==> config.mk <==
export PLATFORM = sky130hd
export DESIGN_NAME = counter_overflow_sched_flat
export DESIGN_NICKNAME = d
export VERILOG_FILES = /design/src/rtl/counter_overflow_sched_pkg.sv /design/src/rtl/counter_overflow_sched_if.sv /design/src/rtl/counter_overflow_sched_rr_arbiter.sv /design/src/rtl/counter_overflow_sched.sv /design/src/flat_wrapper.sv
export SDC_FILE = /design/constraint.sdc
export NUM_CORES = 1
export LEC_CHECK = 0
export ABC_AREA = 1
export CORE_UTILIZATION = 30
export DETAILED_ROUTE_END_ITERATION = 7
export PLACE_DENSITY = 0.57
export SLEW_MARGIN = 20
export SYNTH_ARGS = -nofsm -noshare
export SYNTH_HDL_FRONTEND = slang
export SYNTH_SLANG_ARGS = --single-unit
export TNS_END_PERCENT = 5
==> constraint.sdc <==
create_clock -name clk -period 6.5 [get_ports clk]
set_clock_uncertainty 0.15 [all_clocks]
set_input_delay 0.65 -clock clk [delete_from_list [all_inputs] [get_ports clk]]
set_output_delay 0.65 -clock clk [all_outputs]
set_load 0.05 [all_outputs]
==> src/rtl/counter_overflow_sched_pkg.sv <==
// Shared types and helpers for the counter overflow scheduler.
package counter_overflow_sched_pkg;

  typedef enum logic [1:0] {
    ST_IDLE = 2'd0,
    ST_LOAD = 2'd1,
    ST_RUN  = 2'd2,
    ST_DONE = 2'd3
  } state_e;

  localparam int DEF_W     = 8;
  localparam int DEF_N_REQ = 4;

  // Start value that makes a w-bit up-counter wrap after `period` ticks; 0 means 2^w.
  function automatic logic [31:0] load_value(input logic [31:0] period, input int w);
    logic [31:0] mask;
    mask = (32'd1 << w) - 32'd1;
    return (32'd0 - period) & mask;
  endfunction

endpackage

==> src/rtl/counter_overflow_sched_if.sv <==
// Client and counter-datapath signals of the scheduler, bundled for port use.
interface counter_overflow_sched_if
  import counter_overflow_sched_pkg::*;
#(
  parameter int N_REQ = DEF_N_REQ,
  parameter int W     = DEF_W
);
  logic [N_REQ-1:0]   req;
  logic [N_REQ*W-1:0] period;
  logic [N_REQ-1:0]   grant;
  logic [N_REQ-1:0]   done;
  logic               err;
  logic               busy;
  logic [W-1:0]       cnt_d;
  logic               cnt_load;
  logic               cnt_en;
  logic               cnt_overflow;

  modport master (
    output req, period, cnt_overflow,
    input  grant, done, err, busy, cnt_d, cnt_load, cnt_en
  );

  modport slave (
    input  req, period, cnt_overflow,
    output grant, done, err, busy, cnt_d, cnt_load, cnt_en
  );
endinterface

==> src/rtl/counter_overflow_sched_rr_arbiter.sv <==
// Combinational round-robin pick: first active request at or above ptr, wrapping.
module counter_overflow_sched_rr_arbiter #(
  parameter int  N_REQ = 4,
  localparam int IW    = (N_REQ > 1) ? $clog2(N_REQ) : 1
) (
  input  logic [N_REQ-1:0] req,
  input  logic [IW-1:0]    ptr,
  output logic [N_REQ-1:0] gnt,
  output logic [IW-1:0]    idx,
  output logic             vld
);

  int cand;

  always_comb begin
    gnt  = '0;
    idx  = '0;
    vld  = 1'b0;
    cand = 0;
    for (int k = 0; k < N_REQ; k++) begin
      cand = (int'(ptr) + k) % N_REQ;
      if (!vld && req[IW'(cand)]) begin
        vld             = 1'b1;
        idx             = IW'(cand);
        gnt[IW'(cand)]  = 1'b1;
      end
    end
  end

endmodule

==> src/rtl/counter_overflow_sched.sv <==
// Shares one loadable overflow counter among N_REQ one-shot interval requesters.
module counter_overflow_sched
  import counter_overflow_sched_pkg::*;
#(
  parameter int N_REQ    = DEF_N_REQ,
  parameter int W        = DEF_W,
  parameter int WD_LIMIT = 2**W + 2
) (
  input logic                      clk,
  input logic                      rst_n,
  counter_overflow_sched_if.slave  bus
);

  localparam int IW  = (N_REQ > 1) ? $clog2(N_REQ) : 1;
  localparam int WDW = $clog2(WD_LIMIT + 1);

  state_e             state_q, state_d;
  logic [IW-1:0]      idx_q, idx_d;
  logic [IW-1:0]      ptr_q, ptr_d;
  logic [WDW-1:0]     wd_q, wd_d;
  logic [N_REQ-1:0]   grant_q, grant_d;
  logic [N_REQ-1:0]   done_q, done_d;
  logic               err_q, err_d;
  logic               busy_q, busy_d;
  logic               cnt_load_q, cnt_load_d;
  logic [W-1:0]       cnt_d_q, cnt_d_d;

  logic [N_REQ-1:0]   win_gnt;
  logic [IW-1:0]      win_idx;
  logic               win_vld;
  logic [W-1:0]       win_period;
  logic               owner_req;
  logic               wd_hit;

  counter_overflow_sched_rr_arbiter #(.N_REQ(N_REQ)) u_arb (
    .req (bus.req),
    .ptr (ptr_q),
    .gnt (win_gnt),
    .idx (win_idx),
    .vld (win_vld)
  );

  function automatic logic [IW-1:0] next_ptr(input logic [IW-1:0] i);
    return (32'(i) == N_REQ - 1) ? '0 : i + 1'b1;
  endfunction

  assign win_period = bus.period[win_idx*W +: W];
  assign owner_req  = bus.req[idx_q];
  assign wd_hit     = (wd_q == WDW'(WD_LIMIT - 1));

  always_comb begin
    state_d    = state_q;
    idx_d      = idx_q;
    ptr_d      = ptr_q;
    wd_d       = wd_q;
    grant_d    = grant_q;
    done_d     = '0;
    err_d      = 1'b0;
    cnt_load_d = 1'b0;
    cnt_d_d    = cnt_d_q;
    case (state_q)
      ST_IDLE: begin
        if (win_vld) begin
          state_d    = ST_LOAD;
          idx_d      = win_idx;
          grant_d    = win_gnt;
          cnt_load_d = 1'b1;
          cnt_d_d    = W'(load_value(32'(win_period), W));
          wd_d       = '0;
        end
      end
      ST_LOAD: begin
        if (!owner_req) begin
          state_d = ST_IDLE;
          grant_d = '0;
          ptr_d   = next_ptr(idx_q);
        end else begin
          state_d = ST_RUN;
        end
      end
      ST_RUN: begin
        wd_d = wd_q + 1'b1;
        // Withdrawal beats a coincident overflow or watchdog expiry.
        if (!owner_req) begin
          state_d = ST_IDLE;
          grant_d = '0;
          ptr_d   = next_ptr(idx_q);
        end else if (bus.cnt_overflow) begin
          state_d = ST_DONE;
          done_d  = grant_q;
        end else if (wd_hit) begin
          state_d = ST_DONE;
          done_d  = grant_q;
          err_d   = 1'b1;
        end
      end
      ST_DONE: begin
        state_d = ST_IDLE;
        grant_d = '0;
        ptr_d   = next_ptr(idx_q);
      end
      default: state_d = ST_IDLE;
    endcase
    busy_d = (state_d != ST_IDLE);
  end

  always_ff @(posedge clk or negedge rst_n) begin
    if (!rst_n) begin
      state_q    <= ST_IDLE;
      idx_q      <= '0;
      ptr_q      <= '0;
      wd_q       <= '0;
      grant_q    <= '0;
      done_q     <= '0;
      err_q      <= 1'b0;
      busy_q     <= 1'b0;
      cnt_load_q <= 1'b0;
      cnt_d_q    <= '0;
    end else begin
      state_q    <= state_d;
      idx_q      <= idx_d;
      ptr_q      <= ptr_d;
      wd_q       <= wd_d;
      grant_q    <= grant_d;
      done_q     <= done_d;
      err_q      <= err_d;
      busy_q     <= busy_d;
      cnt_load_q <= cnt_load_d;
      cnt_d_q    <= cnt_d_d;
    end
  end

  assign bus.grant    = grant_q;
  assign bus.done     = done_q;
  assign bus.err      = err_q;
  assign bus.busy     = busy_q;
  assign bus.cnt_load = cnt_load_q;
  assign bus.cnt_d    = cnt_d_q;
  assign bus.cnt_en   = (state_q == ST_RUN) && !bus.cnt_overflow && owner_req;

endmodule

==> src/flat_wrapper.sv <==
// flat-port wrapper written by rule: the top's interface ports become plain ports
module counter_overflow_sched_flat import counter_overflow_sched_pkg::*;
#(
  parameter int N_REQ    = DEF_N_REQ,
  parameter int W        = DEF_W,
  parameter int WD_LIMIT = 2**W + 2
)
  (clk, rst_n, bus_req, bus_period, bus_cnt_overflow, bus_grant, bus_done, bus_err, bus_busy, bus_cnt_d, bus_cnt_load, bus_cnt_en);
  counter_overflow_sched_if #(.N_REQ(N_REQ), .W(W)) bus_i ();
  input logic clk;
  input logic rst_n;
  input wire logic [$bits(bus_i.req)-1:0] bus_req;
  input wire logic [$bits(bus_i.period)-1:0] bus_period;
  input wire logic [$bits(bus_i.cnt_overflow)-1:0] bus_cnt_overflow;
  output wire logic [$bits(bus_i.grant)-1:0] bus_grant;
  output wire logic [$bits(bus_i.done)-1:0] bus_done;
  output wire logic [$bits(bus_i.err)-1:0] bus_err;
  output wire logic [$bits(bus_i.busy)-1:0] bus_busy;
  output wire logic [$bits(bus_i.cnt_d)-1:0] bus_cnt_d;
  output wire logic [$bits(bus_i.cnt_load)-1:0] bus_cnt_load;
  output wire logic [$bits(bus_i.cnt_en)-1:0] bus_cnt_en;
  assign bus_i.req = bus_req;
  assign bus_i.period = bus_period;
  assign bus_i.cnt_overflow = bus_cnt_overflow;
  assign bus_grant = bus_i.grant;
  assign bus_done = bus_i.done;
  assign bus_err = bus_i.err;
  assign bus_busy = bus_i.busy;
  assign bus_cnt_d = bus_i.cnt_d;
  assign bus_cnt_load = bus_i.cnt_load;
  assign bus_cnt_en = bus_i.cnt_en;
  counter_overflow_sched #(.N_REQ(N_REQ), .W(W), .WD_LIMIT(WD_LIMIT)) u_core (.clk(clk), .rst_n(rst_n), .bus(bus_i));
endmodule
## Word level (Yosys, flattened, before mapping)

Cells that the tools add are included.

- Latch bits: 0
- Bits in registers: 34
- Memory bits (writable): 0
- Bits in read-only memories: 0
- Memories kept: 0
- Output and inout bits: 20
- Bits of input ports: 39

- Multiply operators: 0
- Shift operators: 1
- Equal/unequal tests: 7
- Multiplexer cells: 58
- $add $sub $neg: 6
- Magnitude comparators: 9
- Div/mod/pow operators: 0
- Reduce and logical (&&, ||, !) cells: 22
- Bitwise logic cells: 3

Operators with widths:

| operator | number |
|---|---|
| 2-to-1 mux 4 bit | 10 |
| variable part select 32 x 6 -> 8 bit | 1 |
| 2-to-1 mux 1 bit | 23 |
| 2-to-1 mux 2 bit | 11 |
| one-hot mux 9 bit (2 select lines) | 1 |
| < comparator 2 x 4 -> 1 bit, second input constant | 4 |
| bitwise OR 4 bit | 3 |
| one-hot mux 4 bit (3 select lines) | 1 |
| binary-select mux 1 bit (select 2 bit) | 5 |
| adder 9 x 1 -> 9 bit, second input constant | 1 |
| equality test 9 bit, second input constant | 1 |
| logical AND 1 bit | 9 |
| 2-to-1 mux 9 bit | 1 |
| demux 1 bit (select 2 bit) | 4 |
| >= comparator 2 x 1 -> 1 bit, second input constant | 4 |
| one-hot mux 2 bit (4 select lines) | 1 |
| AND reduction 2 bit | 4 |
| subtractor 1 x 8 -> 8 bit, first input constant | 1 |
| equality test 2 bit, second input constant | 3 |
| nonzero test 2 bit | 3 |
| adder 2 x 1 -> 2 bit, second input constant | 2 |
| adder 2 bit, second input constant | 2 |
| zero test 1 bit | 4 |
| != test 2 bit, second input constant | 2 |
| 5 further kinds | 5 |

## Longest topological paths before layout

- Depth in word-level cells: 16
- Mapped depth: 21
- Gate-level depth less buffers: 19

## By module

From an unflattened synthesis, not the netlist that was laid out.

- Cell total of the unflattened synthesis: 371
- Area total of the unflattened synthesis: 2630.0 sq um

By module, submodules not included:

| module | area an instance (sq um) | times used | cells each | seq. area each (sq um) |
|---|---|---|---|---|
| counter_overflow_sched | 2104.5 | 1 | 279 | 850.8 |
| counter_overflow_sched_rr_arbiter | 525.5 | 1 | 92 | 0.0 |

## Least setup slack after synthesis

OpenSTA, ideal clock, no wires.

- Path type: flip-flop to flip-flop
- From: register u_core.ptr_q[0]
- To: register u_core.cnt_d_q[4] (netlist: u_core.bus.cnt_d[4])
- Slack: 3630 ps
- Library setup time: 118 ps
- Stages on the path, launching flop included: 20
- Path buffers: 3
- Data required time: 6232 ps
- Arrival time: 2601 ps
- Cell sequence: dfrtp_1 -> buf_6 -> inv_4 -> buf_8 -> ha_1 -> inv_1 -> nand3_2 -> nand2_2 -> nor2_8 -> nand3_4 -> nand3_4 -> buf_6 -> nand2_1 -> nand3_1 -> nand2_2 -> ha_1 -> nand2_1 -> o21bai_1 -> nand3_1 -> nand2_1

- Longest elaborated chain between the ends: 15
- Elaborated cells on any way between the ends: 32
- Those cells by class: add/sub (4); shift (1); mux (20); reduce/logical (7)

Ends and longest elaborated chain:

| item | RTL line | source |
|---|---|---|
| from (decl) | counter_overflow_sched.sv:19 | `logic [IW-1:0] ptr_q, ptr_d;` |
| from (signal assigned) | counter_overflow_sched.sv:122 | `ptr_q <= ptr_d;` |
| parallel branches: the longest is 15 deep, another holds adder 2 x 1 -> 2 bit | -- |  |
| to (signal assigned) | counter_overflow_sched.sv:129 | `cnt_d_q <= cnt_d_d;` |
| to (decl) | counter_overflow_sched.sv:26 | `logic [W-1:0] cnt_d_q, cnt_d_d;` |

Parallel ways; which one is timed is not known. The select of a mux whose other input is x is not followed.
A chain may end at the register's enable or synchronous reset.

## Final worst setup path

- From: input port bus_req[2]
- To: output port bus_cnt_en

- Longest elaborated chain between the ends: 3

Ends and longest elaborated chain:

| item | RTL line | source |
|---|---|---|
| from (decl) | flat_wrapper.sv:12 | `input wire logic [$bits(bus_i.req)-1:0] bus_req;` |
| binary-select mux 1 bit (select 2 bit) | counter_overflow_sched.sv:48 | `assign owner_req = bus.req[idx_q];` |
| 2-to-1 mux 1 bit (implied by the code) | counter_overflow_sched.sv:48 |  |
| logical AND 1 bit | counter_overflow_sched.sv:139 | `assign bus.cnt_en = (state_q == ST_RUN) && !bus.cnt_overflow && owner_req;` |
| to (decl) | flat_wrapper.sv:21 | `output wire logic [$bits(bus_i.cnt_en)-1:0] bus_cnt_en;` |

Every way passes these cells. The select of a mux whose other input is x is not followed.

==> flow_metrics.py <==
metrics = {
    "sta": {
        "fin_crit_sh_pct": 54.2,
        "fmax_mhz": 284,
        "min_period_ns": 3.53,
        "timing.hold.ws_ns": 0.335,
        "rsz0062_at_grt": "false",
        "setup_viol_count_final": 0,
        "tns_ns": 0,
        "hold_viol": 0,
        "slew_viol_final": 0,
        "worst_pin_slew_ns": 0.582,
        "max_slew_margin_pct": 61.2,
    },
    "drt": {
        "dr.first_iter.drc_count": 137,
        "vias": 2535,
        "ant_nets": 0,
        "routed_wl_um": 6260,
        "post-route-drc-count": 0,
        "drt-vias-per-instance": 4.84,
        "wire_per_inst_um": 11.9,
        "firstDrtPassIters": 4,
    },
    "setup_path": {
        "cp_max_fo": 7,
        "cp.required_ns": 5.70,
        "critPathArrivalTime_ns": 2.73,
        "crit_path_end_kind": "primary output",
        "max_stage_delay_ns": 0.80,
        "setup.worst_path.class": "input port to primary output",
        "critical_path.top_delay_family": "buffers and inverters",
        "cp_slowest_cell": "clkdlybuf4s50_1",
        "cp_num_buf_inv": 4,
        "path_cells": "clkdlybuf4s50_1 > inv_1 > o211ai_1 > nand2_1 > inv_1 > nand2_1 > nor2_1 > clkdlybuf4s50_1",
        "cp-start-kind": "input port",
    },
    "floorplanning": {
        "core_mm2": 0.00872,
        "std_cell_rows": 34,
        "ios": 59,
        "die_area_mm2": 0.00940,
        "die_y_um": 96.9,
        "start_util_pct": 31.0,
        "die-width_um": 96.9,
    },
    "clock_tree": {
        "tritoncts": "yes",
        "clkTransAtPathRegs_ns": 0.07,
        "ctsHoldBuffers": 0,
        "post_cts_buffers": 0,
        "clockBufferDepth": 2,
        "cts_buffers": 5,
        "htreeDepth": 2,
        "clk-insertion-delay-late_ns": 0.29,
        "clock-sinks": 34,
        "root_buffer": "clkbuf_8",
        "post_cts_resized": 0,
    },
    "grt": {
        "first_global_vias": 2513,
        "grt_overflow_total": 0,
        "grt_pass1_wl_um": 11200,
        "grt_max_degree": 35,
        "track_usage_pct": 14.0,
        "antenna_found_initial": 0,
    },
    "yosys": {
        "synthesis.nets": 412,
        "synthCells": 356,
        "synth_warnings": 0,
        "synth-seq-area-share_pct": 31.5,
        "synth.distinct_cells": 41,
        "ys_ff_latch": 34,
        "synth_area_mm2": 0.00270,
        "avgSynthCellArea_um2": 7.60,
    },
    "cells_and_area": {
        "num-fill-cells": 861,
        "antennaDiodeCount": 0,
        "fin_nets": 471,
        "layout_commonest_cell": "nand2_1",
        "drive_above_1_share_pct": 13.0,
        "final_util_pct": 40.1,
        "areaGrowthSynthToFinish_pct": 29.4,
        "mostFrequentLayoutCells": "nand2_1 (84), clkdlybuf4s50_1 (58), inv_1 (40), nand3_1 (35), dfrtp_1 (34)",
    },
    "hold_path": {
        "hp-class": "flip-flop to flip-flop",
    },
    "placed_design": {
        "io_buffers": 58,
        "dp_hpwl_um": 4920,
        "gp_congestion": 0.824,
    },
    "flow_run": {
        "drv_cap": 0,
    },
    "outcome": {
        "status": "finished clean",
    },
}
-- worst min-delay path, delay by kind of cell (launching register included) --
kind          cells  cell delay, ns
simple gates      2            0.11
flops             1            0.34
-- flip-flops by register name (all words and copies together) (netlist names) --
| signal | count |
|---|---|
| u_core.wd_q | 9 |
| u_core.bus.cnt_d | 8 |
| u_core.bus.done | 4 |
| u_core.idx_q | 2 |
| u_core.bus.grant | 4 |
| u_core.state_q | 2 |
| u_core.bus.cnt_load | 1 |
| u_core.ptr_q | 2 |
| u_core.bus.busy | 1 |
| u_core.bus.err | 1 |
-- synth_stat cells --
cell	number	area share [%]
a211oi_1	1	0.28
a21oi_1	8	1.5
a21oi_2	1	0.32
a22oi_1	2	0.56
a31oi_1	2	0.46
buf_2	1	0.18
buf_4	1	0.28
buf_6	3	1.2
buf_8	1	0.56
clkbuf_1	1	0.14
clkinv_1	1	0.14
clkinv_2	1	0.18
dfrtp_1	34	31
ha_1	17	7.9
inv_1	40	5.6
inv_2	2	0.28
inv_4	1	0.23
inv_6	1	0.32
nand2_1	84	12
nand2_2	11	2.5
nand2_4	6	2.5
nand2_8	2	1.5
nand3_1	35	6.5
nand3_2	10	3.7
nand3_4	3	1.9
nand4_1	16	3.7
nor2_1	22	3.1
nor2_2	2	0.46
nor2_4	1	0.42
nor2_8	1	0.74
nor3_1	11	2.0
nor3_2	1	0.37
nor3b_1	2	0.56
nor3b_2	1	0.46
nor4_1	1	0.23
o211ai_1	2	0.56
o21ai_0	18	3.3
o21ai_1	1	0.18
o21ai_2	1	0.32
o21bai_1	2	0.56
o22ai_1	5	1.2
-- cells by family after synthesis --
kind of cell,share of synthesized area [%]
AO/OA/AOI/OAI,9.21
buffers and inverters,9.12
AND/OR/NAND/NOR,42.3
flip-flops,31.5
adder cells (fa/ha/maj),7.87
-- path summary, 6_finish.rpt --
path                                startpoint             endpoint  slack (ns)  cells past startpoint
hold reg to reg            u_core.bus.cnt_d[5]  u_core.bus.cnt_d[5]        0.33                      2
max in group asynchronous                rst_n  u_core.bus.cnt_load        5.26                      2
setup / recovery                    bus_req[2]           bus_cnt_en        2.97                      8
min in group asynchronous                rst_n   u_core.bus.done[2]        0.62                      2
hold / removal             u_core.bus.cnt_d[5]  u_core.bus.cnt_d[5]        0.33                      2
setup reg to reg               u_core.ptr_q[0]  u_core.bus.cnt_d[4]        3.02                     16
-- layout make-up --
type | count | area [µm²] | area share (%)
clock buffers | 5 | 68.8 | 1.97
clock inverters | 3 | 68.8 | 1.97
inverters | 46 | 181 | 5.18
multi-input cells | 269 | 1610 | 45.9
flip-flops and latches | 34 | 851 | 24.3
well taps | 108 | 135 | 3.86
repair buffers | 59 | 588 | 16.8
-- per-stage QoR --
step | instance area [µm²] | cells | setup WS [ns]
3_5_place_dp | 3360 | 516 | 2.97
5_1_grt | 3500 | 524 | 2.67
2_1_floorplan | 2700 | 356 | 3.63
4_1_cts | 3500 | 524 | 2.97
3_3_place_gp | 3360 | 516 | 2.99
6_report | 3500 | 524 | 2.97
-- per-layer routing --
layer  vias to the layer above  share of wire, %  track usage (%)
met2                        81                43             22.5
li1                       1303                 -                -
met3                        12               5.7             3.11
met5                         -                 0                0
met4                         0               2.0             4.25
met1                      1139                49             18.7
Power is left out: the tool's default activity adds up to more than one toggle a clock period on the data nets, which glitch-free logic cannot reach.
